==> src/rtl/mmio_timer_pkg.sv <==
// Shared types and register map for the mmio_timer peripheral and its lane-merge helper.
package mmio_timer_pkg;

  typedef enum logic [2:0] {
    MEM_DT_BYTE  = 3'd0,
    MEM_DT_UBYTE = 3'd1,
    MEM_DT_HALF  = 3'd2,
    MEM_DT_UHALF = 3'd3,
    MEM_DT_WORD  = 3'd4
  } mem_dt_e;

  typedef enum logic [0:0] {
    ENOERR = 1'b0,
    EALIGN = 1'b1
  } errno_e;

  localparam logic [4:0] MMIO_TIMER_CTRL_OFF   = 5'h00;
  localparam logic [4:0] MMIO_TIMER_PRESC_OFF  = 5'h04;
  localparam logic [4:0] MMIO_TIMER_COUNT_OFF  = 5'h08;
  localparam logic [4:0] MMIO_TIMER_CMP_OFF    = 5'h0C;
  localparam logic [4:0] MMIO_TIMER_STATUS_OFF = 5'h10;
  localparam logic [4:0] MMIO_TIMER_COUNTH_OFF = 5'h14;

  localparam int MMIO_TIMER_CTRL_EN_BIT          = 0;
  localparam int MMIO_TIMER_CTRL_AUTO_RELOAD_BIT = 1;
  localparam int MMIO_TIMER_CTRL_IRQ_EN_BIT      = 2;
  localparam int MMIO_TIMER_STATUS_MATCH_BIT     = 0;

  // Half accesses need an even address, word accesses a 4-byte aligned one.
  function automatic logic dt_misaligned(input mem_dt_e dt, input logic [1:0] lane);
    logic mis;
    case (dt)
      MEM_DT_HALF, MEM_DT_UHALF: mis = lane[0];
      MEM_DT_WORD:               mis = (lane != 2'b00);
      default:                   mis = 1'b0;
    endcase
    return mis;
  endfunction

endpackage

==> src/rtl/mmio_lane_merge.sv <==
// Byte/half lane extraction with sign/zero extension, and store-data merge into a 32-bit register.
module mmio_lane_merge
  import mmio_timer_pkg::*;
(
  input  mem_dt_e     dt_i,
  input  logic [1:0]  lane_i,
  input  logic [31:0] reg_i,
  input  logic [31:0] wd_i,
  output logic [31:0] rd_o,
  output logic [31:0] wr_o
);

  logic [7:0]  byte_s;
  logic [15:0] half_s;

  assign byte_s = reg_i[{lane_i, 3'b000} +: 8];
  assign half_s = lane_i[1] ? reg_i[31:16] : reg_i[15:0];

  // Load extraction and store merge for the addressed lanes.
  always_comb begin
    rd_o = 32'd0;
    wr_o = reg_i;
    case (dt_i)
      MEM_DT_BYTE, MEM_DT_UBYTE: begin
        rd_o = (dt_i == MEM_DT_BYTE) ? {{24{byte_s[7]}}, byte_s} : {24'd0, byte_s};
        wr_o[{lane_i, 3'b000} +: 8] = wd_i[7:0];
      end
      MEM_DT_HALF, MEM_DT_UHALF: begin
        rd_o = (dt_i == MEM_DT_HALF) ? {{16{half_s[15]}}, half_s} : {16'd0, half_s};
        if (lane_i[1]) begin
          wr_o[31:16] = wd_i[15:0];
        end else begin
          wr_o[15:0] = wd_i[15:0];
        end
      end
      MEM_DT_WORD: begin
        rd_o = reg_i;
        wr_o = wd_i;
      end
      default: begin
        rd_o = 32'd0;
        wr_o = reg_i;
      end
    endcase
  end

endmodule

==> src/rtl/mmio_timer.sv <==
// Memory-mapped prescaled up-counter with compare, sticky MATCH and registered irq.
// Optional macro MMIO_TIMER_COUNT64_EN widens COUNT to 64 bits with a COUNTH shadow at 0x14.
module mmio_timer
  import mmio_timer_pkg::*;
#(
  parameter logic [31:0] BASE_ADDR = 32'h0001_0000,
  parameter logic [31:0] RST_PRESC = 32'd0
) (
  input  logic        clk,
  input  logic        rst,
  input  logic [31:0] d_addr,
  input  logic        d_we,
  input  logic [31:0] d_wd,
  input  mem_dt_e     d_dt,
  output logic [31:0] d_rd,
  output errno_e      err,
  output logic        sel,
  output logic        irq
);

`ifdef MMIO_TIMER_COUNT64_EN
  localparam int CW = 64;
  logic [31:0] counth_q, counth_d;
`else
  localparam int CW = 32;
`endif

  logic [2:0]    ctrl_q, ctrl_d;
  logic [31:0]   presc_q, presc_d;
  logic [31:0]   psc_q, psc_d;
  logic [CW-1:0] count_q, count_d;
  logic [31:0]   cmp_q, cmp_d;
  logic          match_q, match_d;
  logic          irq_q, irq_d;

  logic [4:0]  word_off_s;
  logic        misal_s, wr_en_s, tick_s, hit_s;
  logic [31:0] reg_rd_s, lane_rd_s, wr_data_s;

  assign sel        = (d_addr[31:5] == BASE_ADDR[31:5]);
  assign word_off_s = {d_addr[4:2], 2'b00};
  assign misal_s    = dt_misaligned(d_dt, d_addr[1:0]);
  assign wr_en_s    = d_we & sel & ~misal_s;
  assign err        = (sel & misal_s) ? EALIGN : ENOERR;
  assign d_rd       = (sel & ~misal_s) ? lane_rd_s : 32'd0;
  assign irq        = irq_q;

  // Full 32-bit view of the addressed register.
  always_comb begin
    reg_rd_s = 32'd0;
    case (word_off_s)
      MMIO_TIMER_CTRL_OFF:   reg_rd_s = {29'd0, ctrl_q};
      MMIO_TIMER_PRESC_OFF:  reg_rd_s = presc_q;
      MMIO_TIMER_COUNT_OFF:  reg_rd_s = count_q[31:0];
      MMIO_TIMER_CMP_OFF:    reg_rd_s = cmp_q;
      MMIO_TIMER_STATUS_OFF: reg_rd_s = {31'd0, match_q};
`ifdef MMIO_TIMER_COUNT64_EN
      MMIO_TIMER_COUNTH_OFF: reg_rd_s = counth_q;
`endif
      default:               reg_rd_s = 32'd0;
    endcase
  end

  mmio_lane_merge u_lane (
    .dt_i   (d_dt),
    .lane_i (d_addr[1:0]),
    .reg_i  (reg_rd_s),
    .wd_i   (d_wd),
    .rd_o   (lane_rd_s),
    .wr_o   (wr_data_s)
  );

  assign tick_s = ctrl_q[MMIO_TIMER_CTRL_EN_BIT] & (psc_q == presc_q);
  assign hit_s  = (count_q[31:0] == cmp_q);

  // Next-state: software writes take priority over tick updates of COUNT.
  always_comb begin
    ctrl_d  = ctrl_q;
    presc_d = presc_q;
    cmp_d   = cmp_q;
    count_d = count_q;
    psc_d   = psc_q;
    if (wr_en_s && word_off_s == MMIO_TIMER_CTRL_OFF) begin
      ctrl_d = wr_data_s[2:0];
    end else begin
      ctrl_d = ctrl_q;
    end
    if (wr_en_s && word_off_s == MMIO_TIMER_PRESC_OFF) begin
      presc_d = wr_data_s;
      psc_d   = 32'd0;
    end else if (tick_s) begin
      psc_d = 32'd0;
    end else if (ctrl_q[MMIO_TIMER_CTRL_EN_BIT]) begin
      psc_d = psc_q + 32'd1;
    end else begin
      psc_d = psc_q;
    end
    if (wr_en_s && word_off_s == MMIO_TIMER_CMP_OFF) begin
      cmp_d = wr_data_s;
    end else begin
      cmp_d = cmp_q;
    end
    if (wr_en_s && word_off_s == MMIO_TIMER_COUNT_OFF) begin
      count_d = CW'(wr_data_s);
    end else if (tick_s && hit_s && ctrl_q[MMIO_TIMER_CTRL_AUTO_RELOAD_BIT]) begin
      count_d = '0;
    end else if (tick_s) begin
      count_d = count_q + CW'(32'd1);
    end else begin
      count_d = count_q;
    end
    // W1C only counts when byte lane 0 (which holds MATCH) is actually written; set wins.
    match_d = (tick_s & hit_s & ~(wr_en_s && word_off_s == MMIO_TIMER_COUNT_OFF)) |
              (match_q & ~(wr_en_s && word_off_s == MMIO_TIMER_STATUS_OFF &&
                           d_addr[1:0] == 2'b00 && d_wd[MMIO_TIMER_STATUS_MATCH_BIT]));
    irq_d = match_q & ctrl_q[MMIO_TIMER_CTRL_IRQ_EN_BIT];
`ifdef MMIO_TIMER_COUNT64_EN
    if (sel && !d_we && !misal_s && d_dt == MEM_DT_WORD && word_off_s == MMIO_TIMER_COUNT_OFF) begin
      counth_d = count_q[63:32];
    end else begin
      counth_d = counth_q;
    end
`endif
  end

  // State registers with synchronous reset.
  always_ff @(posedge clk) begin
    if (rst) begin
      ctrl_q   <= 3'd0;
      presc_q  <= RST_PRESC;
      psc_q    <= 32'd0;
      count_q  <= '0;
      cmp_q    <= 32'hFFFF_FFFF;
      match_q  <= 1'b0;
      irq_q    <= 1'b0;
`ifdef MMIO_TIMER_COUNT64_EN
      counth_q <= 32'd0;
`endif
    end else begin
      ctrl_q   <= ctrl_d;
      presc_q  <= presc_d;
      psc_q    <= psc_d;
      count_q  <= count_d;
      cmp_q    <= cmp_d;
      match_q  <= match_d;
      irq_q    <= irq_d;
`ifdef MMIO_TIMER_COUNT64_EN
      counth_q <= counth_d;
`endif
    end
  end

endmodule
==> config.mk <==
export PLATFORM = sky130hd
export DESIGN_NAME = mmio_timer
export DESIGN_NICKNAME = d
export VERILOG_FILES = /design/src/rtl/mmio_timer_pkg.sv /design/src/rtl/mmio_lane_merge.sv /design/src/rtl/mmio_timer.sv
export SDC_FILE = /design/constraint.sdc
export NUM_CORES = 1
export LEC_CHECK = 0
export CAP_MARGIN = 40
export CELL_PAD_IN_SITES_DETAIL_PLACEMENT = 1
export CELL_PAD_IN_SITES_GLOBAL_PLACEMENT = 2
export CORE_MARGIN = 5
export CORE_UTILIZATION = 38
export CTS_CLUSTER_SIZE = 12
export DETAILED_ROUTE_END_ITERATION = 10
export DONT_BUFFER_PORTS = 1
export GPL_TIMING_DRIVEN = 0
export PLACE_DENSITY_LB_ADDON = 0.1
export SKIP_CTS_REPAIR_TIMING = 1
export SYNTH_ARGS = -nofsm -noshare
export SYNTH_HDL_FRONTEND = slang
export SYNTH_SLANG_ARGS = --single-unit
==> constraint.sdc <==
create_clock -name clk -period 4.1 [get_ports clk]
set_input_delay 0.615 -clock clk [delete_from_list [all_inputs] [get_ports clk]]
set_output_delay 0.615 -clock clk [all_outputs]
set_load 0.005 [all_outputs]
# == After elaboration in Yosys (flattened, before gate mapping) ==
# Cells that the tools add are included.
# word_totals
regBits,133
inputBits,70
elab_cells,69
# op_classes
addsub,3
eq_ne,11
shift,3
mux,15
bitwise_logic,13
n_reduce_logical,17
# ops
op,n
$mux 32,6
$pmux 32 s3,2
$pmux 32 s5,1
$add 32x1->32 const B,2
$eq 32x32->1,2
$mux 16,3
$bwmux 32,1
$shift 8x7->32 const A,1
$shiftx 32x6->8,1
$shiftx 8x7->32,1
$eq 27x12->1 const B,1
$eq 3x2->1 const B,4
$and 1x1->1,9
$logic_and 1x1->1,9
$neg 5->7,1
$eq 3x1->1 const B,2
$eq 3x3->1 const B,2
$logic_not 5->1,1
$reduce_or 2->1,2
$logic_not 3->1,1
$not 1->1,3
$reduce_bool 3->1,1
$reduce_or 3->1,1
$logic_not 2->1,1
4 further kinds,4

# == Depth between registers and ports, before layout ==
# Gate-level depths: netlist of run 1.
# logic_depth
word_depth,11
mapped_depth,12
depth_no_buf,9

# == By module ==
# A second synthesis of run 1 with hierarchy kept.
# unflattened
hier_cells,1175
area_unflattened_um2,9303.9
# modules_own_cells
mod,instances,cells_per_inst,area_per_inst_um2
mmio_timer,1,987,7846.3
mmio_lane_merge,1,188,1457.6

# == Least setup slack after synthesis of run 1 ==
# Ideal clock, no wire load.
# synth_path
path_type,in2out
start,input port d_addr[1]
end,output port d_rd[21]
arrival_ns,3.011
required_time_ns,3.485
slack_ns,0.474
cell_stages,11
n_path_buf,4
cell_sequence,clkbuf_1 > clkinv_1 > clkbuf_1 > ha_1 > a2bb2oi_2 > nor3b_2 > nand2_1 > or2_2 > clkbuf_1 > buf_2 > a21oi_1
# synth_between
elab_chain_len,5
elab_cells_between_ends,10
classes_between,1 x shift; 6 x mux; 2 x bitwise; 1 x reduce/logical
# synth_lines
element,line_no,source
start: declaration,mmio_timer.sv:11,"input logic [31:0] d_addr,"
"parallel branches: the longest is 4 deep, another holds $shiftx 32x6->8",n/a,
$mux 32 (*),mmio_timer.sv:45,assign d_rd = (sel & ~misal_s) ? lane_rd_s : 32'd0;
end: declaration,mmio_timer.sv:15,"output logic [31:0] d_rd,"
# Mark *: on every way between the ends.

# == Final worst setup path of run 1 ==
# layout_path
start,input port d_addr[1]
end,output port d_rd[22]
# The elaborated chain is that of the path after synthesis.

==> results of run 1 <==
## worst max-delay path: stages
cell	delay, ps
clkbuf_1	240
inv_2	170
clkbuf_4	280
ha_4	230
a2bb2oi_4	260
nor3b_4	350
nand2_2	220
or2_2	320
clkbuf_1	180
buf_2	220
a21oi_1	180
## per-stage QoR
stage	total power (uW)	setup WS, ps	hold WS, ps	cells
2_1_floorplan	1554	474.4	451.7	1164
3_3_place_gp	1689	-852.4	479.7	1483
3_5_place_dp	1690	-827.1	498.7	1483
4_1_cts	3214	-858.7	397.5	1515
5_1_grt	3305	104.7	433.7	1518
6_report	3211	195.7	412.0	1518
## per-layer routing
metal / track usage (%) / part of all wire [%]
met1: 39.92 / 42
met5: 0 / 0.031
met4: 10.60 / 3.3
met2: 49.62 / 47
met3: 8.256 / 7.9
## flip-flops by register name, summed over array words and instances, names as in the netlist
register  cells
cmp_q        32
count_q      32
presc_q      32
psc_q        32
ctrl_q        3
irq           1
match_q       1
## final timing paths
check	end	cells past startpoint	slack, ps
max	d_rd[22]	11	200
min	count_q[9]	2	410
max reg2reg	count_q[19]	9	980
min reg2reg	presc_q[19]	2	510
## cells by family (layout without fill, tap and decap cells)
family,Yosys count,after routing,synth area share [%]
compound gates,316,316,23.68
xor+xnor,106,106,10.34
fa+ha+maj,7,7,0.9757
buf+inv,114,149,5.046
flops,133,133,29.66
mux,49,49,6.314
simple gates,439,439,23.98
## report_power, final
part / total (uW) / leakage (uW) / switching, uW / internal [uW]
clock network: 1530 / 0.000284 / 667 / 867
logic: 380 / 0.00212 / 272 / 108
registers: 1300 / 0.00107 / 0.912 / 1300
## cell type report
class                   count  area, sq um  area share, %
multi-input cells         917         5893          58.85
plain buffers              98        396.6          3.961
clock inverters            14        141.4          1.412
flip-flops and latches    133         2663          26.59
repair buffers              3        22.52         0.2249
clock buffers              18        439.2          4.385
inverters                  16        60.06         0.5997
well taps                 319        399.1          3.986
## layout by cell type (no fill, tap or decap), types with 21 or more instances in the layout
cell	n
xor2_1	76
nand4_1	26
xnor2_1	30
nor2_1	118
nor3_1	21
o21ai_0	40
nor4_1	21
clkbuf_1	70
a22oi_1	64
nand2_1	139
a21oi_1	82
dfxtp_1	133
o211ai_1	35
nand3_1	34
mux2_2	41
==> impl_metrics.env, run 1 <==
export IMPL_start_kind="input pin"
export IMPL_min_from="rst"
export IMPL_antenna_found_initial=1
export IMPL_max_freq_mhz=256.1
export IMPL_via_per_inst=6.249
export IMPL_avgSynthCellArea_sq_um=7.711
export IMPL_core_sq_mm=0.02333
export IMPL_numPortBuffers=0
export IMPL_fillers=2891
export IMPL_cts_buffers=17
export IMPL_slew_headroom_pct=14.84
export IMPL_clock_latency_ps=440
export IMPL_antenna_left=0
export IMPL_nets=1263
export IMPL_tightestPinTransition_ps=1277
export IMPL_initial_utilization_pct=38.47
export IMPL_yosysWarnings=0
export IMPL_critPathCaptureType="output port"
export IMPL_routed_wl_microns=41570
export IMPL_layout_drive_gt1_share_pct=9.758
export IMPL_drt_iter0_drc=968
export IMPL_fin_area_sq_mm=0.01001
export IMPL_cts_buffer_depth=2
export IMPL_via_count=9486
export IMPL_synthTopCellsByArea="dfxtp_1 30%, xor2_1 7.4%, nand2_1 5.9%"
export IMPL_syn_instance_count=1164
export IMPL_synthDistinctLibCells=72
export IMPL_power_leakage_uw=0.003479
export IMPL_area_growth_pct=11.57
export IMPL_die_w_microns=163.7
export IMPL_startpoint="d_addr[1]"
export IMPL_utilization_pct=42.92
export IMPL_post_dp_hpwl_microns=33050
export IMPL_critPathKind="in -> out"
export IMPL_grt_pass1_vias=9464
export IMPL_syn_area_sq_mm=0.008976
export IMPL_grt_max_degree=17
export IMPL_grt_ovfl_total=0
export IMPL_tns_ps=0
export IMPL_yosysSeqAreaShare_pct=29.66
export IMPL_synthArstFlopShare_pct=0
export IMPL_period_needed_ps=3904
export IMPL_reg2reg_from="count_q[20]"
export IMPL_power_density_mw_per_mm2=320.7
export IMPL_cts_clk_slew_worst_paths_ps=60
export IMPL_cap_violations=0
export IMPL_row_count=56
export IMPL_tritoncts="built"
export IMPL_die_y_microns=163.7
export IMPL_vdd_drop_max_mv=0.2873
export IMPL_rsz0062_at_grt="false"
export IMPL_yosysMostFrequentCell="nand2_1"
export IMPL_yosysTopAreaCell="dfxtp_1"
export IMPL_synth_top_area_share_pct=29.66
export IMPL_io_pins=105
export IMPL_final_max_slew_viol_count=0
export IMPL_setup_viol=0
export IMPL_synth_edf_count=0
export IMPL_place_congestion=0.9763
export IMPL_detail_route_first_pass_iterations=5
export IMPL_h_tree_depth=4
export IMPL_crit_fanout=12
export IMPL_grt_pass1_wl_microns=61180
export IMPL_required_ps=3480
export IMPL_ys_top_cells_by_count="140 x nand2_1, 133 x dfxtp_1, 118 x nor2_1, 82 x a21oi_1, 76 x xor2_1"
export IMPL_avgRoutedWirePerCell_microns=27.39
export IMPL_fin_skew_ps=12.31
export IMPL_final_hold_violation_count=0
export IMPL_cts_sinks=133
export IMPL_yosys_most_used_dff="dfxtp_1"
export IMPL_drc_errors=0
export IMPL_die_area_sq_mm=0.02679
export IMPL_yosys_register_bits=133
export IMPL_place_area_sq_mm=0.009375
export IMPL_synth_nets=1241
export IMPL_grt_util_all_layers_pct=30.80
export IMPL_antenna_cells=0
export IMPL_min_period_over_period_pct=95.23
export IMPL_hold_path_class="in -> reg"
export IMPL_cp_arrival_ps=3290
export IMPL_cts_root_buf="clkbuf_16"
export IMPL_status="complete, no violations"
Power figures use the tool's default switching activity.
==> inputs of run 2 (changes only) <==
--- a/config.mk
+++ b/config.mk
@@ -15,7 +15,7 @@
 export DONT_BUFFER_PORTS = 1
 export GPL_TIMING_DRIVEN = 0
 export PLACE_DENSITY_LB_ADDON = 0.1
-export SKIP_CTS_REPAIR_TIMING = 1
+export REMOVE_ABC_BUFFERS = 1
 export SYNTH_ARGS = -nofsm -noshare
 export SYNTH_HDL_FRONTEND = slang
 export SYNTH_SLANG_ARGS = --single-unit
==> run 2 against run 1 <==
  * Utilization down 0.13 points
  * Register-to-register slack worse by 360 ps
  * Clock-buffer cell count up 4
  * First-iteration DRC count down 15%
  * Maximum frequency up 0.50%
  * Global-route usage down 1.9 points
  * Cell count down 5.2%
  * Largest power group unchanged
  * Highest routed layer unchanged
==> impl_metrics.env, run 2 (same netlist as run 1, synthesis figures left out) <==
export IMPL_grt_pass1_wl_microns=58130
export IMPL_grt_max_degree=56
export IMPL_via_count=8962
export IMPL_nets=1184
export IMPL_cp_arrival_ps=3270
export IMPL_start_kind="input pin"
export IMPL_cts_sinks=133
export IMPL_antenna_left=0
export IMPL_post_dp_hpwl_microns=29070
export IMPL_die_area_sq_mm=0.02679
export IMPL_numPortBuffers=0
export IMPL_h_tree_depth=4
export IMPL_row_count=56
export IMPL_power_total_uw=3254
export IMPL_grt_ovfl_total=0
export IMPL_detail_route_first_pass_iterations=6
export IMPL_power_density_mw_per_mm2=325.9
export IMPL_fin_area_sq_mm=0.009983
export IMPL_cts_buffers=17
export IMPL_antenna_cells=0
export IMPL_crit_fanout=19
export IMPL_place_area_sq_mm=0.009348
export IMPL_required_ps=3480
export IMPL_max_freq_mhz=257.4
export IMPL_cap_violations=0
export IMPL_antenna_found_initial=1
export IMPL_slew_headroom_pct=37.79
export IMPL_final_max_slew_viol_count=0
export IMPL_critPathCaptureType="output port"
export IMPL_period_needed_ps=3885
export IMPL_drc_errors=0
export IMPL_grt_util_all_layers_pct=28.86
export IMPL_final_cell_mix="139 x nand2_1, 133 x dfxtp_1, 117 x nor2_1, 82 x a21oi_1, 76 x xor2_1"
export IMPL_fillers=2811
export IMPL_die_y_microns=163.7
export IMPL_seqCellArea_sq_mm=0.002663
export IMPL_cts_root_buf="clkbuf_16"
export IMPL_final_hold_violation_count=0
export IMPL_setup_viol=0
export IMPL_r2r_setup_slack_ps=620
export IMPL_io_pins=105
export IMPL_rsz0062_at_grt="false"
export IMPL_initial_utilization_pct=38.47
export IMPL_utilization_pct=42.79
export IMPL_cts_hold_buffers=0
export IMPL_fin_skew_ps=8.417
export IMPL_core_sq_mm=0.02333
export IMPL_cts_clk_slew_worst_paths_ps=60
export IMPL_final_common_cell="nand2_1"
export IMPL_multi_input_area_sq_mm=0.005896
export IMPL_area_growth_pct=11.22
export IMPL_min_period_over_period_pct=94.75
export IMPL_tritoncts="built"
export IMPL_power_leakage_uw=0.003473
export IMPL_clock_latency_ps=430
export IMPL_critPathKind="in -> out"
export IMPL_place_congestion=0.8819
export IMPL_post_cts_setup_buffer_count=0
export IMPL_die_w_microns=163.7
export IMPL_avgRoutedWirePerCell_microns=26.97
export IMPL_vdd_drop_max_mv=0.1974
export IMPL_layout_drive_gt1_share_pct=10.18
export IMPL_tightestPinTransition_ps=920.1
export IMPL_grt_pass1_vias=8968
export IMPL_drt_iter0_drc=824
export IMPL_via_per_inst=6.228
export IMPL_hold_path_class="in -> reg"
export IMPL_status="complete, no violations"
export IMPL_tns_ps=0
export IMPL_cts_buffer_depth=2
export IMPL_routed_wl_microns=38820
[run 2: cell types whose count changed in the layout (fill, tap and decap cells not counted), sizes merged, moves of 2 or more]
cell / change
buf: -9
bufinv: +2
clkinvlp: +2
clkinv: -3
inv: -5
clkbuf: -67
[run 2: through the flow]
step	cells	hold slack [ps]	setup WS [ps]
3_5_place_dp	1406	486.6	-225.0
4_1_cts	1438	245.8	44.03
2_1_floorplan	1066	446.6	234.7
5_1_grt	1439	241.0	51.02
3_3_place_gp	1385	460.0	-1900
6_report	1439	264.6	215.3
[run 2: worst paths after layout]
kind / from / cells after the start / end
setup / recovery: d_addr[1] / 7 / d_rd[17]
hold / removal: rst / 1 / match_q
setup reg to reg: presc_q[11] / 9 / count_q[18]
hold reg to reg: match_q / 2 / match_q
[run 2: cell type report]
cell class | instances | share of cell area, %
well taps | 319 | 3.998
clock inverters | 10 | 1.441
flip-flops and latches | 133 | 26.67
clock buffers | 22 | 4.750
multi-input cells | 917 | 59.06
inverters | 16 | 0.6016
repair buffers | 22 | 3.484
[run 2: what timing repair did]
action                     4_1_cts  5_1_grt
setup endpoints to repair        0       16
hold endpoints to repair         0        0
gates resized for setup          0        1
[run 2: metal layers]
| layer | global-route usage, % | part of all wire (%) | vias up |
|---|---|---|---|
| met5 | 0 | 0.033 | - |
| met3 | 7.127 | 7.4 | 71 |
| met4 | 10.90 | 3.6 | 2 |
| met1 | 37.59 | 43 | 4404 |
| li1 | - | - | 4142 |
| met2 | 46.26 | 46 | 343 |
[run 2: critical path: stages]
cell and delay [ps]:
clkinv_1 390, ha_1 420, a2bb2oi_2 300, nor3b_2 410, nand2_2 320, or2_2 550, a21oi_1 230
[run 2: report_power, final]
part           switching, uW  internal [uW]
Clock                    642           1010
Sequential              12.6           1300
Combinational            189            104
Total                    844           2410
==> inputs of run 3 (changes only) <==
--- a/config.mk
+++ b/config.mk
@@ -9,13 +9,14 @@
 export CELL_PAD_IN_SITES_DETAIL_PLACEMENT = 1
 export CELL_PAD_IN_SITES_GLOBAL_PLACEMENT = 2
 export CORE_MARGIN = 5
-export CORE_UTILIZATION = 38
+export CORE_UTILIZATION = 34
 export CTS_CLUSTER_SIZE = 12
 export DETAILED_ROUTE_END_ITERATION = 10
 export DONT_BUFFER_PORTS = 1
 export GPL_TIMING_DRIVEN = 0
 export PLACE_DENSITY_LB_ADDON = 0.1
 export REMOVE_ABC_BUFFERS = 1
+export SKIP_LAST_GASP = 1
 export SYNTH_ARGS = -nofsm -noshare
 export SYNTH_HDL_FRONTEND = slang
 export SYNTH_SLANG_ARGS = --single-unit
==> constraint.sdc (replaced) <==
create_clock -name clk -period 3.54 [get_ports clk]
set_input_delay 0.531 -clock clk [delete_from_list [all_inputs] [get_ports clk]]
set_output_delay 0.531 -clock clk [all_outputs]
set_load 0.005 [all_outputs]
==> run 3 against run 2 <==
  * Wire length rose by 1.7%
  * Critical path type is now reg -> out
  * Sequential share of layout area barely moved
  * Clock-buffer cell count did not move
  * Largest cell class unchanged
==> impl_metrics.env, run 3 (same netlist as run 1, synthesis figures left out) <==
export IMPL_area_growth_pct=11.18
export IMPL_min_period_over_period_pct=94.30
export IMPL_power_density_mw_per_mm2=377.9
export IMPL_grt_pass1_wl_microns=59150
export IMPL_via_count=8839
export IMPL_cts_buffer_depth=2
export IMPL_initial_utilization_pct=34.45
export IMPL_via_per_inst=6.079
export IMPL_antenna_cells=0
export IMPL_required_ps=3010
export IMPL_io_pins=105
export IMPL_drt_iter0_drc=925
export IMPL_row_count=59
export IMPL_antenna_found_initial=1
export IMPL_power_leakage_uw=0.003470
export IMPL_r2r_end="count_q[17]"
export IMPL_final_cell_mix="139 x nand2_1, 133 x dfxtp_1, 117 x nor2_1, 82 x a21oi_1, 76 x xor2_1"
export IMPL_fin_skew_ps=13.07
export IMPL_crit_fanout=16
export IMPL_critPathCaptureType="output port"
export IMPL_grt_pass1_vias=8905
export IMPL_cts_clk_slew_worst_paths_ps=70
export IMPL_cts_hold_buffers=0
export IMPL_tritoncts="built"
export IMPL_grt_ovfl_total=0
export IMPL_slew_headroom_pct=40.24
export IMPL_clock_latency_ps=430
export IMPL_numPortBuffers=0
export IMPL_reg2reg_from="count_q[12]"
export IMPL_r2r_cells=8
export IMPL_final_hold_violation_count=0
export IMPL_crit_path_end="d_rd[24]"
export IMPL_die_area_sq_mm=0.02975
export IMPL_vdd_drop_max_mv=0.3138
export IMPL_detail_route_first_pass_iterations=5
export IMPL_drc_errors=0
export IMPL_setup_viol=0
export IMPL_die_w_microns=172.5
export IMPL_cap_violations=0
export IMPL_antenna_left=0
export IMPL_fillers=3110
export IMPL_hold_path_class="in -> reg"
export IMPL_r2r_setup_slack_ps=310
export IMPL_status="complete, no violations"
export IMPL_grt_util_all_layers_pct=26.53
export IMPL_cpMostUsedCell="a21oi_1"
export IMPL_crit_slowest_cell="nand3b_1"
export IMPL_cts_sinks=133
export IMPL_final_common_cell="nand2_1"
export IMPL_routed_wl_microns=39470
export IMPL_worstPathCellList="mux2_2, a22oi_1, nor2_1, a21oi_1, nand2_1, nand3b_1, a21oi_1"
export IMPL_tightestPinTransition_ps=887.0
export IMPL_cp_arrival_ps=2810
export IMPL_start_kind="flop"
export IMPL_tns_ps=0
export IMPL_post_dp_hpwl_microns=29800
export IMPL_final_max_slew_viol_count=0
export IMPL_h_tree_depth=4
export IMPL_power_total_uw=3771
export IMPL_period_needed_ps=3338
export IMPL_max_freq_mhz=299.6
export IMPL_nets=1183
export IMPL_critPathKind="reg -> out"
export IMPL_place_congestion=0.9021
export IMPL_layout_drive_gt1_share_pct=10.10
export IMPL_holdWs_ps=180.5
export IMPL_startpoint="presc_q[23]"
export IMPL_slowest_delay_ps=520
export IMPL_core_sq_mm=0.02606
export IMPL_cts_buffers=17
export IMPL_grt_max_degree=56
export IMPL_rsz0062_at_grt="false"
export IMPL_die_y_microns=172.5
export IMPL_avgRoutedWirePerCell_microns=27.14
export IMPL_cts_root_buf="clkbuf_16"
[run 3: worst max-delay path: cells and delay by family (launching register included)]
family	cells	cell delay, ps
flops	1	460
simple gates	3	1050
compound gates	3	660
mux	1	200
[run 3: cell type report]
class | count | area (sq um) | area share (%)
inverter | 16 | 61.31 | 0.6143
multi-input combinational | 917 | 5904 | 59.16
timing repair buffer | 21 | 322.8 | 3.235
clock inverter | 10 | 145.1 | 1.454
clock buffer | 22 | 464.2 | 4.651
sequential | 133 | 2663 | 26.68
tap | 335 | 419.2 | 4.200
[run 3: per-stage QoR]
stage               std cells  util [%]  cell area, sq um  setup slack, ps
floorplan                1066         -              8583           -157.3
global placement         1401     34.55              9002            -2263
detailed placement       1421     35.88              9350           -818.8
CTS                      1454     38.29              9977            85.44
global route             1454     38.30              9980            55.75
finish                   1454     38.30              9980            201.9
[run 3: power by group]
part	total [uW]	leakage, uW	switching, uW	internal, uW
Clock	1910	0.000291	757	1150
Sequential	1520	0.00107	14.3	1500
Combinational	346	0.00211	224	121
[run 3: layer usage]
metal,part of all wire (%),vias up,routed length [microns],global-route usage (%)
met5,0,-,0,0
met4,2.0,0,806,6.699
met2,46,296,18100,42.62
met3,6.3,39,2476,5.304
met1,46,4361,18090,36.56
li1,-,4143,-,-
[run 3: worst min path at each step]
stage                 from  depth (start not counted)     endpoint
5_1_grt                rst                          1  count_q[10]
6_report               rst                          1      match_q
4_1_cts                rst                          1   count_q[1]
3_5_place_dp   presc_q[28]                          2  presc_q[28]
3_3_place_gp   presc_q[28]                          2  presc_q[28]
2_1_floorplan      match_q                          2      match_q
[run 3: repair_timing]
| item | 4_1_cts | 5_1_grt |
|---|---|---|
| endpoints found under the setup margin | 25 | 16 |
| pin swaps | 1 | 0 |
| buffers inserted | 1 | 0 |
| gates resized for setup | 3 | 1 |
